$ cat config.mk
export PLATFORM = sky130hd
export DESIGN_NAME = ifetch
export DESIGN_NICKNAME = d
export VERILOG_FILES = /design/src/rtl/ifetch.sv
export SDC_FILE = /design/constraint.sdc
export NUM_CORES = 1
export LEC_CHECK = 0
export CORE_ASPECT_RATIO = 0.7
export CORE_UTILIZATION = 54
export CTS_CLUSTER_SIZE = 12
export DETAILED_ROUTE_END_ITERATION = 12
export PLACE_DENSITY = 0.95
export RECOVER_POWER = 50
export REMOVE_ABC_BUFFERS = 1
export SLEW_MARGIN = 0
export SYNTH_ARGS = -nofsm -noshare
export SYNTH_HDL_FRONTEND = slang
export SYNTH_SLANG_ARGS = --single-unit
export TNS_END_PERCENT = 10
$ cat constraint.sdc
create_clock -name CLK -period 8.8 [get_ports CLK]
set_input_delay 1.32 -clock CLK [delete_from_list [all_inputs] [get_ports CLK]]
set_output_delay 1.32 -clock CLK [all_outputs]
set_load 0.03 [all_outputs]
$ cat src/rtl/ifetch.sv
// rtl/ifetch.sv - instruction fetch stage: PC, imem req/ack fetch, decode hand-off, redirect
//
// Holds the program counter, fetches one word at a time from instruction
// memory and presents it with its PC+4 to decode. Branch, jump and
// jump-register targets from decode redirect the PC while an instruction is held.
//
// Build option: IF_ALIGN_CHECK_EN - when defined, a misaligned redirect target
// raises the sticky Misalign flag and parks the stage in HALT until reset.
// When undefined, target[1:0] is forced to 0 and Misalign is tied 0.
//
// Ports:
//   CLK, RST          clock (rising edge), asynchronous active-low reset
//   Imem_req/adr      registered fetch request and word-aligned byte address
//   Imem_ack/rdata    memory response, rdata valid with ack
//   Ins, Pc4          held instruction and its address + 4
//   Ins_valid/ready   hand-off to decode
//   Br_taken, Ed32    conditional branch taken, sign-extended immediate
//   Jmp, Jr, Rdata1   J/JAL, JR and the JR target
//   Misalign          sticky misaligned-target flag
module ifetch #(
  parameter logic [31:0] RESET_PC = 32'h0000_0000
) (
  input  logic        CLK,
  input  logic        RST,
  output logic        Imem_req,
  output logic [31:0] Imem_adr,
  input  logic        Imem_ack,
  input  logic [31:0] Imem_rdata,
  output logic [31:0] Ins,
  output logic [31:0] Pc4,
  output logic        Ins_valid,
  input  logic        Ins_ready,
  input  logic        Br_taken,
  input  logic [31:0] Ed32,
  input  logic        Jmp,
  input  logic        Jr,
  input  logic [31:0] Rdata1,
  output logic        Misalign
);

  typedef enum logic [1:0] {IDLE, REQ, HOLD, HALT} state_t;

  state_t      state, state_nxt;
  logic [31:0] pc;
  logic [31:0] tgt_raw;
  logic [31:0] tgt;
  logic        redir;
  logic        bad;

  // State register
  always_ff @(posedge CLK or negedge RST) begin
    if (!RST) state <= IDLE;
    else      state <= state_nxt;
  end

  // Next-state logic
  always_comb begin
    state_nxt = state;
    case (state)
      IDLE: state_nxt = REQ;
      REQ:  if (Imem_ack) state_nxt = HOLD;
      HOLD: begin
        if (redir)          state_nxt = bad ? HALT : REQ;
        else if (Ins_ready) state_nxt = REQ;
      end
      default: state_nxt = state;
    endcase
  end

  // Redirect decode and target arithmetic, combinational from held Ins/Pc4
  always_comb begin
    redir = (state == HOLD) && (Jr || Jmp || Br_taken);
    if (Jr)       tgt_raw = Rdata1;
    else if (Jmp) tgt_raw = {Pc4[31:28], Ins[25:0], 2'b00};
    else          tgt_raw = Pc4 + (Ed32 << 2);
`ifdef IF_ALIGN_CHECK_EN
    tgt = tgt_raw;
    bad = redir && (tgt_raw[1:0] != 2'b00);
`else
    tgt = tgt_raw & 32'hFFFF_FFFC;
    bad = 1'b0;
`endif
  end

`ifdef IF_ALIGN_CHECK_EN
  logic misalign_q;
  assign Misalign = misalign_q;
`else
  assign Misalign = 1'b0;
`endif

  // Datapath and registered outputs. Imem_req/Imem_adr are loaded on the
  // edge that enters REQ, so the request is stable for the whole wait.
  always_ff @(posedge CLK or negedge RST) begin
    if (!RST) begin
      pc        <= RESET_PC;
      Imem_req  <= 1'b0;
      Imem_adr  <= 32'h0;
      Ins       <= 32'h0;
      Pc4       <= 32'h0;
      Ins_valid <= 1'b0;
`ifdef IF_ALIGN_CHECK_EN
      misalign_q <= 1'b0;
`endif
    end else begin
      case (state)
        IDLE: begin
          Imem_req <= 1'b1;
          Imem_adr <= pc;
        end
        REQ: begin
          if (Imem_ack) begin
            Ins       <= Imem_rdata;
            Pc4       <= pc + 32'd4;
            pc        <= pc + 32'd4;
            Ins_valid <= 1'b1;
            Imem_req  <= 1'b0;
          end
        end
        HOLD: begin
          if (redir) begin
            // A redirect consumes the held instruction even without Ins_ready
            Ins_valid <= 1'b0;
            if (!bad) begin
              pc       <= tgt;
              Imem_req <= 1'b1;
              Imem_adr <= tgt;
            end
`ifdef IF_ALIGN_CHECK_EN
            if (bad) misalign_q <= 1'b1;
`endif
          end else if (Ins_ready) begin
            // pc already advanced to Pc4 when the word was accepted
            Ins_valid <= 1'b0;
            Imem_req  <= 1'b1;
            Imem_adr  <= pc;
          end
        end
        default: ;
      endcase
    end
  end

endmodule

### Yosys cells after proc, flatten, opt, wreduce, memory -nomap -nowiden

Index checks and enable logic that the tools add are counted.

| storage, ports and cells | value |
|---|---|
| bits in registers | 132 |
| latch bits | 0 |
| memory bits (writable) | 0 |
| ROM bits | 0 |
| bits of input ports | 103 |
| output and inout bits | 99 |
| memories | 0 |

| operators by class | value |
|---|---|
| $add $sub $neg | 2 |
| $mul | 0 |
| div/mod/pow operators | 0 |
| magnitude comparators | 0 |
| eq/ne operators | 5 |
| shift operators | 0 |
| mux-type cells | 20 |
| bitwise logic cells | 0 |
| reduce and logical (&&, ||, !) cells | 12 |

Operators with widths:

| operator | number |
|---|---|
| two-way mux 32 bit | 6 |
| one-hot mux 32 bit (2 select lines) | 2 |
| adder 32 x 3 -> 32 bit (second input constant) | 1 |
| adder 32 bit | 1 |
| AND reduction 3 bit | 3 |
| two-way mux 1 bit | 6 |
| two-way mux 2 bit | 3 |
| one-hot mux 2 bit (3 select lines) | 1 |
| inequality test 2 bit (second input constant) | 2 |
| AND reduction 2 bit | 2 |
| nonzero test 2 bit | 2 |
| inequality test 3 bit (second input constant) | 1 |
| one-hot mux 1 bit (3 select lines) | 1 |
| nonzero test 3 bit | 1 |
| equality test 2 x 1 -> 1 bit (second input constant) | 1 |
| equality test 2 bit (second input constant) | 1 |
| zero test 2 bit | 1 |
| logical OR 1 bit | 2 |
| one-hot mux 1 bit (2 select lines) | 1 |
| logical AND 1 bit | 1 |

### Depth between registers and ports, before layout

Gate-level depths: netlist (run 1).

| logic depth | value |
|---|---|
| depth in word-level cells | 5 |
| depth in mapped cells | 12 |
| mapped depth without buffers | 11 |

### Worst setup path before layout (run 1)

Ideal clock, no wire load.

| path | value |
|---|---|
| path type | input -> register |
| start point | input port Ed32[0] |
| end point | register pc[28] |
| data arrival time | 3.627 ns |
| data required time | 8.706 ns |
| path slack | 5.079 ns |
| stages on the path | 11 |
| path buffers | 0 |
| cells stage by stage | ha_1 fa_1 a21o_1 a311o_1 o211ai_2 a32oi_2 a32o_2 a221oi_2 xnor2_1 a21oi_2 a211oi_1 |

| between the ends | value |
|---|---|
| longest elaborated chain between the ends | 5 |

Ends and longest elaborated chain:

| what | RTL line | text |
|---|---|---|
| start: declaration | 34 | `input logic [31:0] Ed32,` |
| adder 32 bit | 75 | `else tgt_raw = Pc4 + (Ed32 << 2);` |
| two-way mux 32 bit | 74 | `else if (Jmp) tgt_raw = {Pc4[31:28], Ins[25:0], 2'b00};` |
| two-way mux 32 bit | 73 | `if (Jr) tgt_raw = Rdata1;` |
| two-way mux 32 bit | 121 | `if (redir) begin` |
| one-hot mux 32 bit (2 select lines) | 106 | `case (state)` |
| end signal: assignment | 115 | `pc <= pc + 32'd4;` |
| end signal: assignment | 125 | `pc <= tgt;` |
| end: declaration | 44 | `logic [31:0] pc;` |

Every way passes these cells. The select of a mux whose other input is x is not followed.
A chain may end at the register's enable or synchronous reset.

### Worst setup path in the final report (run 1)

| path | value |
|---|---|
| start point | input port Imem_ack |
| end point | register Pc4[22] |

| between the ends | value |
|---|---|
| longest elaborated chain between the ends | 1 |

Ends and longest elaborated chain:

| what | RTL line | text |
|---|---|---|
| start: declaration | 27 | `input logic Imem_ack,` |
| AND reduction 2 bit (no source line) | -- |  |
| end signal: assignment | 114 | `Pc4 <= pc + 32'd4;` |
| end: declaration | 30 | `output logic [31:0] Pc4,` |

Every way passes these cells.

==> qor.csv, run 1 <==
stage,metric,value,unit
floorplan,DIE AREA,0.0154,sq mm
critical_path,CP max stage delay,3070,ps
critical_path,"delay-heaviest family, CP",buffers and inverters,
logic_synthesis,Post-synth EDFFs,0,
timing,Slew HR,-190,%
clocking,CTS resizes,0,
timing,Final Hold Vio Count,0,
global_route,grt total ovfl,0,
drt,drt initial violations,988,
logic_synthesis,cell accounting for the most synthesized area,dfrtp_1,
global_route,GRT Total Usage,35.4,%
logic_synthesis,Synth top area share,39.3,%
worst_hold_path,min-delay worst type,reg2reg,
logic_synthesis,Synth async-reset ratio,100,%
cells_and_area,share of cells above drive strength 1,6.34,%
critical_path,Slowest cell on crit path,clkbuf_1,
cells_and_area,Layout Nets,1273,
drt,via count,8258,
drt,Residual DRC,0,
clocking,clock slew at reported path FFs,60,ps
floorplan,Core Box Area,0.0142,sq mm
logic_synthesis,Post-Synthesis Cells,983,
critical_path,CP Launch Type,input pin,
floorplan,Row Count,36,
status,failing checks,"max-capacitance violations, max-slew violations",
timing,Worst Tran Pin Value,4350,ps
placed_design,placed cell areas,0.0100,sq mm
logic_synthesis,number of distinct library cells after synthesis,79,
pwr,maximum VDD drop,0.246,mV
critical_path,r2r setup slk,4130,ps
drt,routed len/inst,19.9,um
timing,min Tclk post-route,5630,ps
global_route,largest net degree at the start of global routing,103,
drt,routed vias/inst,6.15,
clocking,setup repair bufs after CTS,0,
clocking,CTS tree,done,
pwr,leakage,4.62,nW
logic_synthesis,Post-synth top cells,"223 x nand2_1, 126 x dfrtp_1, 84 x a21oi_1",
critical_path,WP buf/inv,2,
placed_design,# placed instances,1310,
timing,Final Cycle Share,64.0,%
cells_and_area,Antenna Cells,0,
floorplan,height of the die,104,um
cells_and_area,Final Non-Filler Cells,1342,
clocking,clk root buf,clkbuf_16,
floorplan,Initial Util,56.5,%
clocking,cts hold-fix bufs,0,
critical_path,Critical Path Sink Type,flop,
clocking,clk sinks,126,
drt,Detailed Routing Iterations Pass 1,5,
drt,antenna-violating nets left,0,
status,run status,"complete, but fails checks",
timing,setup violators final,0,
logic_synthesis,Yosys Warn Count,0,
cells_and_area,final core occ,74.5,%
logic_synthesis,Post-Syn Area,0.00802,sq mm
critical_path,crit path DAT,5720,ps
placed_design,Final HPWL DP,17800,um
critical_path,Worst EP required,8890,ps
timing,unrepaired setup endpoints after global routing,no,
global_route,vias in the first global route,8151,
critical_path,"Critical Path, Cell by Cell",dlygate4sd3_1 -> nand3b_1 -> clkbuf_1 -> o21ai_0,
critical_path,Setup CP Type,in2reg,
job,max_cap viols,2,
timing,Max Freq,178,MHz
logic_synthesis,#FFs+latches synth,126,
logic_synthesis,"count leader, synth",nand2_1,
logic_synthesis,sequential share of the synthesized area,39.3,%
logic_synthesis,top post-synthesis cells by area,"dfrtp_1 39%, nand2_1 10%, a21oi_1 5.2%",
cells_and_area,Final Cell Area,0.0106,sq mm
timing,Setup TNS,0,ps
placed_design,port bufs,194,
timing,hold_ws,470,ps
global_route,first-pass GRT wire length,42300,um
cells_and_area,P&R area growth vs syn,31.8,%
floorplan,I/O pin cnt,202,
clocking,cts bufs inserted,17,
floorplan,Die X,148,um
critical_path,critical-path maximum fanout,102,
pwr,Pwr Density,396,mW/mm^2
clocking,clock insertion delay at the later pin of the skew report,430,ps
logic_synthesis,dominant synthesized flop cell,dfrtp_1,
global_route,initial antenna violation count,0,
clocking,H-Tree Depth,4,
clocking,Clock Path Buffers,2,
logic_synthesis,syn avg cell area,8.16,sq um
placed_design,RePlAce Congestion,0.937,
drt,WL final,26700,um
timing,final setup skew,6.35,ps
timing,max-slew violation count,153,
[kinds of logic (layout without fill, tap and decap cells)]
group	count (synthesis)	in the layout	synth area share, %
XOR/XNOR	52	52	5.68
multiplexers	9	9	1.15
AO/OA/AOI/OAI	291	291	22.9
AND/OR/NAND/NOR	393	393	21.8
adder cells (fa/ha/maj)	31	31	4.93
flip-flops	126	126	39.3
buffers and inverters	80	247	4.26
other	1	3	0.0467
[placed cells by master, fill, tap and decap left out, types with 6 or more instances in the layout]
cell type / instances
a31oi_1: 7
dlygate4sd3_1: 8
xor2_1: 20
o21ai_1: 9
nand4_1: 10
dfrtp_1: 126
inv_1: 8
clkdlybuf4s50_1: 185
nand2_1: 223
o21ai_0: 85
o22ai_1: 10
ha_1: 30
and3_1: 17
o211ai_1: 15
a21o_1: 15
buf_4: 11
o21a_1: 7
nor2_1: 73
clkbuf_16: 17
nor3_1: 10
a21oi_1: 83
nand3_1: 23
xnor2_1: 32
a221o_1: 6
mux2i_1: 7
[worst paths after layout]
path	from	to	cells after the start
max in group asynchronous	RST	Imem_adr[19]$_DFFE_PN0P_	2
hold reg to reg	Ins[28]$_DFFE_PN0P_	Ins[28]$_DFFE_PN0P_	2
setup reg to reg	state[1]$_DFFE_PN0P_	Pc4[22]$_DFFE_PN0P_	3
hold / removal	Ins[28]$_DFFE_PN0P_	Ins[28]$_DFFE_PN0P_	2
setup / recovery	Imem_ack	Pc4[22]$_DFFE_PN0P_	4
min in group asynchronous	RST	Ins[9]$_DFFE_PN0P_	1
[flip-flops by register name, summed over array words and instances (netlist names)]
name and cells:
Imem_adr 31, Ins 32, Ins_valid 1, Pc4 30
pc 30, state 2
[area by class of cell]
type,count,area (sq um)
fillers,1078,3610
repair buffers,206,2020
inverters,9,33.8
well taps,190,238
multi-input cells,779,4550
clock inverters,14,143
flip-flops and latches,126,3150
clock buffers,18,439
[routing by layer]
metal  vias to the layer above  part of all wire (%)  GRT usage, %  wire (um)
met3                        75                    13          9.65       3480
met2                       561                    43          53.4      11600
met5                         -                     0             0          0
li1                       3771                     -             -          -
met4                         0                   2.9          13.3        760
met1                      3851                    41          48.5      10800
[report_power, final]
group / total [W] / leakage (nW) / internal, W / switching, W
logic: 0.00233 / 2.83 / 0.000919 / 0.00141
clock network: 0.000701 / 0.282 / 0.000423 / 0.000278
registers: 0.00116 / 1.51 / 0.000854 / 0.000303
[stage by stage]
stage,power (W),setup slack (ps)
finish,0.00418,3170
global route,0.00441,2720
CTS,0.00415,4720
detailed placement,0.00341,4340
global placement,0.00333,4340
floorplan,0.00255,3750
[tightest hold or removal path, stage by stage, from the launching register on]
cell and delay, ps:
dfrtp_1 330, nand2_1 50, nand2_1 60
Note: power is estimated with default switching activity, not from simulation.
==> run 2, diff against run 1 <==
CORE_UTILIZATION = 45   (was 54)
PLACE_DENSITY = 0.87   (was 0.95)
clock period = 5 ns   (was 8.8 ns; I/O delays follow)
==> run 2 against run 1 <==
Compared with the run above: the run still ends with max-capacitance violations, max-slew violations left; flip-flop and latch count did not move; final cell count rose by 3.1%; cell area up 0.95%; core utilization is 13 points lower; via count fell by 3.3%; critical path depth rose by 8; clock power up 91%; total power is 77% higher; die area rose by 20%; first-iteration DRC count decreased by 32%; critical endpoint is now pc[28]$_DFFE_PN0P_.
==> qor.csv, run 2 (synthesis gave the netlist of run 1 again) <==
stage,metric,value,unit,change
status,run status,"complete, but fails checks",,unchanged
status,failing checks,"max-capacitance violations, max-slew violations",,unchanged
clocking,setup repair bufs after CTS,0,,unchanged
drt,via count,7983,,was 8258
timing,Setup TNS,0,ps,unchanged
pwr,Pwr Density,695,mW/mm^2,was 396 mW/mm^2
critical_path,Setup CP Type,in2reg,,unchanged
drt,Detailed Routing Iterations Pass 1,5,,unchanged
worst_hold_path,min-delay worst type,reg2reg,,unchanged
timing,final setup skew,11.0,ps,was 6.35 ps
cells_and_area,final core occ,61.6,%,was 74.5%
clocking,clk sinks,126,,unchanged
timing,Worst Tran Pin Value,2340,ps,was 4350 ps
placed_design,# placed instances,1352,,was 1310
clocking,clk root buf,clkbuf_16,,unchanged
floorplan,Core Box Area,0.0173,sq mm,was 0.0142 sq mm
global_route,initial antenna violation count,0,,unchanged
placed_design,Final HPWL DP,18500,um,was 17800 um
cells_and_area,Layout Nets,1274,,was 1273
timing,Final Hold Vio Count,0,,unchanged
cells_and_area,biggest regs,"Ins (32), Imem_adr (31)",,unchanged
drt,drt initial violations,667,,was 988
critical_path,CP max stage delay,430,ps,was 3070 ps
critical_path,"Critical Path, Cell by Cell",clkdlybuf4s50_1 -> ha_1 -> fa_1 -> a21o_1 -> a311o_1 -> o211ai_2 -> a32oi_2 -> a32o_2 -> a221oi_2 -> xnor2_1 -> a21oi_2 -> a211oi_1,,was dlygate4sd3_1 -> nand3b_1 -> clkbuf_1 -> o21ai_0
critical_path,critical-path maximum fanout,3,,was 102
cells_and_area,most flop-heavy register,Ins,,unchanged
cells_and_area,P&R area growth vs syn,33.1,%,was 31.8%
floorplan,Die X,162,um,was 148 um
critical_path,Slowest cell on crit path,fa_1,,was clkbuf_1
cells_and_area,max reg flops,32,,unchanged
timing,setup violators final,0,,unchanged
clocking,H-Tree Depth,4,,unchanged
clocking,cts hold-fix bufs,0,,unchanged
timing,Slew HR,-56.2,%,was -190%
clocking,clock insertion delay at the later pin of the skew report,430,ps,about the same
global_route,vias in the first global route,7845,,was 8151
cells_and_area,"most common cell after layout, fill and taps aside",nand2_1,,unchanged
timing,max-slew violation count,194,,was 153
drt,Residual DRC,0,,unchanged
placed_design,port bufs,194,,unchanged
clocking,CTS tree,done,,unchanged
timing,unrepaired setup endpoints after global routing,no,,unchanged
clocking,CTS resizes,0,,unchanged
job,max_cap viols,2,,unchanged
timing,min Tclk post-route,3540,ps,
cells_and_area,Antenna Cells,0,,unchanged
drt,routed len/inst,19.3,um,was 19.9 um
drt,antenna-violating nets left,0,,unchanged
critical_path,Critical Path Sink Type,flop,,unchanged
floorplan,Initial Util,46.3,%,was 56.5%
global_route,first-pass GRT wire length,42300,um,about the same
cells_and_area,"commonest cells after routing, fill and taps aside","223 x nand2_1, 183 x clkdlybuf4s50_1, 126 x dfrtp_1",,"was 223 x nand2_1, 185 x clkdlybuf4s50_1, 126 x dfrtp_1"
placed_design,RePlAce Congestion,0.930,,was 0.937
critical_path,Worst EP required,5340,ps,was 8890 ps
global_route,grt total ovfl,0,,unchanged
timing,Final Cycle Share,70.7,%,
critical_path,crit path DAT,3880,ps,was 5720 ps
cells_and_area,Final Cell Area,0.0107,sq mm,was 0.0106 sq mm
clocking,clock slew at reported path FFs,60,ps,about the same
pwr,maximum VDD drop,0.302,mV,was 0.246 mV
floorplan,height of the die,114,um,was 104 um
placed_design,placed cell areas,0.0101,sq mm,was 0.0100 sq mm
floorplan,DIE AREA,0.0184,sq mm,was 0.0154 sq mm
pwr,leakage,4.65,nW,was 4.62 nW
pwr,Total Power Consumption,0.00742,W,was 0.00418 W
global_route,GRT Total Usage,29.9,%,was 35.4%
critical_path,CP Launch Type,input pin,,unchanged
clocking,Clock Path Buffers,2,,unchanged
drt,WL final,26700,um,about the same
global_route,largest net degree at the start of global routing,103,,unchanged
drt,routed vias/inst,5.77,,was 6.15
clocking,cts bufs inserted,17,,unchanged
cells_and_area,share of cells above drive strength 1,6.34,%,unchanged
cells_and_area,Final Non-Filler Cells,1383,,was 1342
floorplan,I/O pin cnt,202,,unchanged
floorplan,Row Count,40,,was 36
timing,Max Freq,283,MHz,
## run 2: cell types whose count changed in the layout (fill, tap and decap cells not counted), moves of 2 or more
cell             change
clkdlybuf4s50_1      -2
bufinv_16            +2
clkinvlp_4           -2
dlygate4sd3_1        +2
clkinv_2             -2
o21ai_1              +2
clkbuf_2             +2
clkinv_4             -2
o21ai_0              -2
## run 2: power breakdown
part | internal [W] | switching, W
clock | 0.000858 | 0.000480
sequential | 0.00150 | 0.000536
combinational | 0.00161 | 0.00243
## run 2: worst max-delay path: cells and delay by family
family | cells | cell delay (ps)
compound gates | 8 | 1870
xor+xnor | 1 | 210
buf+inv | 1 | 410
fa+ha+maj | 2 | 640
## run 2: layout make-up
cell class / instances / area [sq um]
fill: 1543 / 6640
multi-input combinational: 779 / 4550
sequential: 126 / 3150
timing repair buffer: 207 / 2030
clock buffer: 21 / 460
tap: 231 / 289
clock inverter: 10 / 160
inverter: 9 / 33.8
## run 2: per-layer routing
layer	global-route usage, %	routed length, um	vias to the layer above	part of all wire [%]
li1	-	-	3765	-
met1	42.7	12300	3800	46
met2	43.9	11200	378	42
met3	8.25	2680	40	10
met4	8.99	503	0	1.9
met5	0	0	-	0
## run 2: worst paths after layout
check,start,end,slack [ps],cells past startpoint
worst max-delay path,Ed32[0],pc[28]$_DFFE_PN0P_,1460,12
worst min-delay path,Ins[31]$_DFFE_PN0P_,Ins[31]$_DFFE_PN0P_,470,2
worst max register to register,Pc4[2]$_DFFE_PN0P_,pc[28]$_DFFE_PN0P_,1760,11
worst min register to register,Ins[31]$_DFFE_PN0P_,Ins[31]$_DFFE_PN0P_,470,2
max in group asynchronous,RST,Imem_adr[10]$_DFFE_PN0P_,2470,2
min in group asynchronous,RST,Ins[12]$_DFFE_PN0P_,1010,1
## run 2: per-stage QoR
stage          hold slack [ps]  setup WS (ps)
6_report                   474           1460
5_1_grt                    498           1340
4_1_cts                    432           1500
3_5_place_dp               467           1060
3_3_place_gp               457           1110
2_1_floorplan              454            523
